File: config.mk
export PLATFORM = sky130hd
export DESIGN_NAME = rr_grant_arbiter_16
export DESIGN_NICKNAME = d
export VERILOG_FILES = /design/src/rtl/rr_grant_arbiter_16_pkg.sv /design/src/rtl/rr_grant_arbiter_16_pick.sv /design/src/rtl/rr_grant_arbiter_16.sv
export SDC_FILE = /design/constraint.sdc
export NUM_CORES = 1
export LEC_CHECK = 0
export CAP_MARGIN = 10
export CORE_UTILIZATION = 32
export DETAILED_ROUTE_END_ITERATION = 10
export PLACE_DENSITY = 0.56
export SLEW_MARGIN = 20
export SYNTH_ARGS = -nofsm -noshare
export SYNTH_HDL_FRONTEND = slang
export SYNTH_SLANG_ARGS = --single-unit
File: constraint.sdc
create_clock -name clk -period 5.5 [get_ports clk]
set_input_delay 0.55 -clock clk [delete_from_list [all_inputs] [get_ports clk]]
set_output_delay 0.55 -clock clk [all_outputs]
set_load 0.03 [all_outputs]
File: src/rtl/rr_grant_arbiter_16_pkg.sv
// rr_grant_arbiter_16_pkg: shared constants, state type and one-hot encode helper
//   for the 16-requester round-robin arbiter.
package rr_grant_arbiter_16_pkg;
   localparam int N_REQ = 16;
   localparam int PTR_W = 4;
   localparam logic [N_REQ-1:0] GRANT_NONE = 16'h0000;
   typedef enum logic {IDLE = 1'b0, OFFER = 1'b1} arb_state_e;
   function automatic logic [PTR_W-1:0] onehot_to_idx(input logic [N_REQ-1:0] oh);
      logic [PTR_W-1:0] idx;
      idx = '0;
      for (int i = 0; i < N_REQ; i++)
         if (oh[i]) idx = idx | PTR_W'(i);
      return idx;
   endfunction
endpackage

File: src/rtl/rr_grant_arbiter_16_pick.sv
// rr_pick_16: combinational round-robin picker; first set req bit at or above ptr, wrapping 15->0.
//   req    : request vector
//   ptr    : search start index
//   onehot : selected requester (zero when req==0)
//   idx    : index of onehot
//   any    : req has any bit set
module rr_pick_16
   import rr_grant_arbiter_16_pkg::*;
(
   input  logic [N_REQ-1:0] req,
   input  logic [PTR_W-1:0] ptr,
   output logic [N_REQ-1:0] onehot,
   output logic [PTR_W-1:0] idx,
   output logic             any
);
   logic [2*N_REQ-1:0] dbl;
   logic [2*N_REQ-1:0] masked;
   logic [2*N_REQ-1:0] low;
   always_comb begin
      // lower copy masked below ptr, upper copy intact: the lowest surviving bit
      // is the first request at/above ptr, or the wrapped one in the upper copy
      dbl    = {req, req};
      masked = dbl & ~((32'd1 << ptr) - 32'd1);
      low    = masked & (~masked + 32'd1);
      onehot = low[N_REQ-1:0] | low[2*N_REQ-1:N_REQ];
      idx    = onehot_to_idx(onehot);
      any    = |req;
   end
endmodule

File: src/rtl/rr_grant_arbiter_16.sv
// rr_grant_arbiter_16: 16-requester round-robin arbiter with registered one-hot grant
//   and valid/ready offer handshake.
//   clk, reset_n (async active-low)
//   arb_en      : allow new grants
//   req         : request vector
//   grant       : registered one-hot grant, zero when no offer
//   grant_valid : offer pending
//   grant_ready : consumer accepts the offer this cycle
//   busy        : grant_valid | any req
//   Option RR_GRANT_ARB_PRIO0_EN: requester 0 fixed highest priority, its grants leave ptr untouched.
module rr_grant_arbiter_16
   import rr_grant_arbiter_16_pkg::*;
(
   input  logic             clk,
   input  logic             reset_n,
   input  logic             arb_en,
   input  logic [N_REQ-1:0] req,
   output logic [N_REQ-1:0] grant,
   output logic             grant_valid,
   input  logic             grant_ready,
   output logic             busy
);
   arb_state_e       state_q, state_d;
   logic [N_REQ-1:0] grant_q, grant_d;
   logic [PTR_W-1:0] ptr_q, ptr_d;
   logic             accept;
   logic [PTR_W-1:0] ptr_adv;
   logic [PTR_W-1:0] pick_ptr;
   logic [N_REQ-1:0] rr_oh;
   logic [PTR_W-1:0] rr_idx;
   logic             rr_any;
   logic [N_REQ-1:0] pick_oh;
   logic             issue;

   rr_pick_16 u_pick (
      .req    (req),
      .ptr    (pick_ptr),
      .onehot (rr_oh),
      .idx    (rr_idx),
      .any    (rr_any)
   );

   always_comb begin
      accept = (state_q == OFFER) && grant_ready;
`ifdef RR_GRANT_ARB_PRIO0_EN
      // a requester-0 grant came from the fixed-priority path, not the rotation
      ptr_adv = grant_q[0] ? ptr_q : onehot_to_idx(grant_q) + PTR_W'(1);
      pick_oh = req[0] ? 16'h0001 : rr_oh;
`else
      ptr_adv = onehot_to_idx(grant_q) + PTR_W'(1);
      pick_oh = rr_oh;
`endif
      // on accept the follow-on pick already sees the advanced pointer
      pick_ptr = accept ? ptr_adv : ptr_q;
      issue    = arb_en && rr_any;
      ptr_d    = pick_ptr;
      state_d  = state_q;
      grant_d  = grant_q;
      if (state_q == IDLE || accept) begin
         state_d = issue ? OFFER : IDLE;
         grant_d = issue ? pick_oh : GRANT_NONE;
      end
   end

   always_ff @(posedge clk or negedge reset_n) begin
      if (!reset_n) begin
         state_q <= IDLE;
         grant_q <= GRANT_NONE;
         ptr_q   <= '0;
      end else begin
         state_q <= state_d;
         grant_q <= grant_d;
         ptr_q   <= ptr_d;
      end
   end

   assign grant       = grant_q;
   assign grant_valid = (state_q == OFFER);
   assign busy        = grant_valid | (|req);
endmodule

======== Word-level counts from Yosys, hierarchy flattened ========
Index checks and enable logic that the tools add are counted.
cells by class
  shift-type cells ........................ 1
  $lt $le $gt $ge ......................... 0
  equality and inequality tests ........... 0
  add/subtract/negate cells ............... 3
  multiply operators ...................... 0
  divide/modulo/power cells ............... 0
  reduce and logical (&&, ||, !) cells .... 4
  muxes and demuxes ....................... 18
  bitwise logic cells ..................... 7
operator list
  cell                     number
  $and A32 B32 Y32         2
  $not A32 Y32             2
  $mux W4                  9
  $add A32 B1 Y32 const B  1
  $shl A1 B4 Y32 const A   1
  $sub A32 B1 Y32 const B  1
  $mux W16                 1
  $or A16 B16 Y16          1
  $reduce_or A16 Y1        1
  $mux W3                  4
  $add A4 B1 Y4 const B    1
  $mux W2                  2
  $logic_and A1 B1 Y1      2
  $mux W1                  2
  $logic_or A1 B1 Y1       1
  $not A1 Y1               1
  $or A1 B1 Y1             1
word-level totals
  memories kept ........................... 0
  memory bits (read-only) ................. 0
  logic and storage cells ................. 36
  bits in latches ......................... 0
  memory bits (writable) .................. 0
  register bits after elaboration ......... 21

======== Logic depth before layout (Yosys ltp) ========
  depth after elaboration ................. 26
  mapped depth ............................ 17

======== Hierarchy ========
Synthesis repeated with hierarchy kept, for this count alone.
unflattened totals
  cell total of the unflattened synthesis .. 254
  area, all modules ....................... 2169.6 um^2
by module, submodules not included
  module               area each (um^2)  instances  cells each  sequential area each (um^2)
  rr_pick_16           1262.5            1          181         0.0
  rr_grant_arbiter_16  907.1             1          73          525.5

======== Worst setup path after synthesis ========
No wires, ideal clock.
  path type ............................... reg-to-reg
  start point ............................. register grant_q[15] (netlist: grant[15])
  end point ............................... register grant_q[6] (netlist: grant[6])
  period minus slack after synthesis ...... 4.409 ns
  setup time .............................. 0.104 ns
  cell stages (with the launch flop) ...... 17
  setup slack ............................. 1.091 ns
  arrival ................................. 4.305 ns
  cells stage by stage .................... dfrtp_1 nor4_1 nand2_1 ha_1 and3_1 a21oi_1 nand2_1 nor2_1 nand2_1 ha_1 nor3_1 a211oi_1 a211o_1 or4_4 nor3_2 nand2_2 o41ai_2
on the way
  cells in the longest elaborated chain, start to end .. 12
RTL lines
  element                   line                            source
  start: declaration        rr_grant_arbiter_16.sv:24       logic [N_REQ-1:0] grant_q, grant_d;
  start signal: assignment  rr_grant_arbiter_16.sv:72       grant_q <= grant_d;
  $mux W4 *                 rr_grant_arbiter_16_pkg.sv:12   if (oh[i]) idx = idx | PTR_W'(i);
  $add A4 B1 Y4 *           rr_grant_arbiter_16.sv:50       ptr_adv = onehot_to_idx(grant_q) + PTR_W'(1);
  $mux W4 *                 rr_grant_arbiter_16.sv:54       pick_ptr = accept ? ptr_adv : ptr_q;
  $shl A1 B4 Y32 *          rr_grant_arbiter_16_pick.sv:23  masked = dbl & ~((32'd1 << ptr) - 32'd1);
  $sub A32 B1 Y32 *         rr_grant_arbiter_16_pick.sv:23
  $not A32 Y32 *            rr_grant_arbiter_16_pick.sv:23
  $and A32 B32 Y32 *        rr_grant_arbiter_16_pick.sv:23
  $not A32 Y32              rr_grant_arbiter_16_pick.sv:24  low = masked & (~masked + 32'd1);
  $add A32 B1 Y32           rr_grant_arbiter_16_pick.sv:24
  $and A32 B32 Y32 *        rr_grant_arbiter_16_pick.sv:24
  $or A16 B16 Y16 *         rr_grant_arbiter_16_pick.sv:25  onehot = low[N_REQ-1:0] | low[2*N_REQ-1:N_REQ];
  $mux W16 *                rr_grant_arbiter_16.sv:61       grant_d = issue ? pick_oh : GRANT_NONE;
Every way passes the cells marked *; elsewhere a longest branch is shown, timed or not.
A chain may end at the register's enable or synchronous reset.

======== Worst setup path in the final report ========
  start point ............................. register grant_q[15] (netlist: grant[15])
  end point ............................... register grant_q[14] (netlist: grant[14])
Same word-level chain as after synthesis.

==> impl_metrics.tcl <==
set metrics [dict create \
    die_h_um 80.7 \
    relSlewSlack 0.534 \
    clock_sinks 21 \
    final_common_cell "clkdlybuf4s50_1" \
    crit_path_max_incr_delay_ns 0.63 \
    hp-class "in -> async" \
    synthesis.nets 279 \
    dp_hpwl_um 5460 \
    antenna_found_initial 0 \
    r2r-start "grant[15]" \
    cap_violations 0 \
    core_mm2 0.00596 \
    synth-edff-count 0 \
    cp_slowest_cell "nor4_1" \
    period_share 0.908 \
    rsz0062_at_grt "false" \
    outcome "completed" \
    pre_cts_ws_ns 0.563 \
    max_freq_mhz 200 \
    cts_resized 0 \
    crit_chain "nor4_1 -> nand2_1 -> ha_1 -> and3_1 -> a21oi_1 -> nand2_1 -> nor2_1 -> nand2_1 -> ha_1 -> nor2_1 -> nor2_1 -> o311ai_1 -> o2111ai_2 -> nor4_4 -> nand4_2 -> or4b_1 -> o21ai_1" \
    required_ns 5.69 \
    avgRoutedWirePerCell_um 19.3 \
    cp_top_family "simple AND/OR/NAND/NOR gates" \
    firstDrtPassIters 4 \
    p_total_mw 1.74 \
    cts_hold_buf 0 \
    syn-cell-area_mm2 0.00198 \
    nFillCells 637 \
    vdd_drop_max_v 0.000221 \
    num_vias 2277 \
    fin_area_mm2 0.00247 \
    worst_pin_slew_ns 0.697 \
    grt_pass1_wl_um 11200 \
    grt_max_degree 25 \
    syn_to_final_growth_pct 24.9 \
    routed_wl_um 7090 \
    worst-path-buf-inv 0 \
    final_max_slew_viol_count 0 \
    power.clock.fraction 0.065 \
    p_comb_frac 0.789 \
    grt_use_total 0.229 \
    clk_path_buf_depth 2 \
    ant_nets 0 \
    start_util 0.332 \
    diodes 0 \
    fp.dieW_um 80.7 \
    drt_iter0_drc 261 \
    seq_area_frac_synth 0.265 \
    io_pins 38 \
    critPathKind "reg -> reg" \
    p_leak_nw 0.994 \
    fin_worst_skew_ns 0.0123 \
    dp_cells 363 \
    fp.dieArea_mm2 0.00650 \
    final_cell_mix "clkdlybuf4s50_1, nand2_1, nor2_1, dfrtp_1, o21ai_0" \
    clock_latency_ns 0.27 \
    tritoncts "built" \
    viasPerCell 6.20 \
    cts_root_buf "clkbuf_8" \
    worstPathArrival_ns 5.18 \
    use_met1 0.300 \
    async_flop_share 1.00 \
    startpoint_type "register" \
    finalCriticalPeriod_ns 4.99 \
    grt_util_met3 0.0330 \
    utilization 0.415 \
    ys.flop_type "dfrtp_1" \
    cts_setup_buffers 0 \
    clk_pin_slew_worst_paths_ns 0.10 \
    internal-power_mw 0.732 \
    multi_input_area_mm2 0.00138 \
    worst_slack_ns 0.509 \
    cts_max_level 1 \
    endpoint_kind "register" \
    portBuffers 37 \
    cts_buffers 3 \
    place.gp.congestion 0.912 \
    final-seq-area_um2 526 \
    drc_errors 0 \
    grt_pass1_vias 2152 \
    critPathMaxFanout 6 \
    drive_above_1_share 0.0959 \
    finalHoldViolCount 0 \
    instances_no_fill 367 \
    fin_nets 317 \
    fp-row-count 28 \
    yosysUniqueCellTypes 67 \
    use_met2 0.371 \
    setup_viol_count_final 0 \
    gr-max-usage-layer "met2" \
    placed_area_mm2 0.00243 \
    pwr-share-seq 0.146 \
    power_switching_mw 1.00 \
    cp-startpoint "grant[15]" \
    syn_avg_cell_area_um2 7.76 \
    pwr_density_cell_mw_per_mm2 702 \
    grt_overflow 0 \
    ys_warn_count 0 \
    whs_ns 0.227 \
    synth_seq_cells 21 \
    setup_tns_ns 0 \
    synth_cells 255 \
    p_sw_frac 0.578 \
]
## state kept, by name (all words and copies together), names as in the netlist
signal	flops
grant_valid	1
ptr_q	4
grant	16
## synthesized netlist by cell type, drive strengths merged (5+ instances only)
library cell  instances  area share
nand3                12       0.033
nor3                 10       0.028
nor2                 21       0.040
nand4                 5       0.019
inv                   8       0.015
a32oi                 7       0.031
nor4                 11       0.042
o21ai                20       0.051
a21oi                14       0.035
nand2                36       0.070
o31ai                 5       0.021
or4                   5       0.023
dfrtp                21        0.27
## layout make-up
cell class | count | area share
clock inverters | 1 | 0.00202
multi-input cells | 217 | 0.557
clock buffers | 3 | 0.0167
well taps | 75 | 0.0380
inverters | 9 | 0.0137
repair buffers | 41 | 0.160
flip-flops and latches | 21 | 0.213
## kinds of logic (layout without fill, tap and decap cells)
| kind of cell | after synthesis | in the layout | share of synthesized area |
|---|---|---|---|
| flip-flops | 21 | 21 | 0.265 |
| AND/OR/NAND/NOR | 127 | 127 | 0.349 |
| buffers and inverters | 17 | 54 | 0.0386 |
| AO/OA/AOI/OAI | 82 | 82 | 0.302 |
| XOR/XNOR | 2 | 2 | 0.00885 |
| adder cells (fa/ha/maj) | 4 | 4 | 0.0253 |
| multiplexers | 2 | 2 | 0.0114 |
## worst register-to-register path, stage by stage (launching register included)
cell,delay [ns]
dfrtp_1,0.45
nor4_1,0.64
nand2_1,0.12
ha_1,0.36
and3_1,0.17
a21oi_1,0.28
nand2_1,0.19
nor2_1,0.25
nand2_1,0.11
ha_1,0.30
nor2_1,0.20
nor2_1,0.07
o311ai_1,0.36
o2111ai_2,0.25
nor4_4,0.26
nand4_2,0.20
or4b_1,0.56
o21ai_1,0.16
## power groups by stage
| stage | clock network [mW] | logic (mW) | registers (mW) |
|---|---|---|---|
| 3_5_place_dp | 0 | 1.34 | 0.254 |
| 3_3_place_gp | 0 | 1.37 | 0.253 |
| 6_report | 0.112 | 1.37 | 0.253 |
| 5_1_grt | 0.126 | 1.50 | 0.257 |
| 2_1_floorplan | 0 | 0.934 | 0.290 |
| 4_1_cts | 0.113 | 1.35 | 0.251 |
## final timing paths
kind / to / slack, ns / depth (start not counted)
worst max-delay path: grant[14] / 0.51 / 17
worst min-delay path: grant_valid / 0.23 / 1
worst max register to register: grant[14] / 0.51 / 17
worst min register to register: grant[0] / 0.54 / 2
max in group asynchronous: grant[12] / 4.91 / 1
min in group clk: grant[0] / 0.54 / 2
## metal layers
metal | share of wire | wire length (um) | up-vias
met4 | 0.035 | 249 | 0
met5 | 0 | 0 | -
met3 | 0.059 | 415 | 22
met1 | 0.45 | 3180 | 1099
li1 | - | - | 1063
met2 | 0.46 | 3250 | 93
No activity file was read; power rests on OpenSTA's default activity.
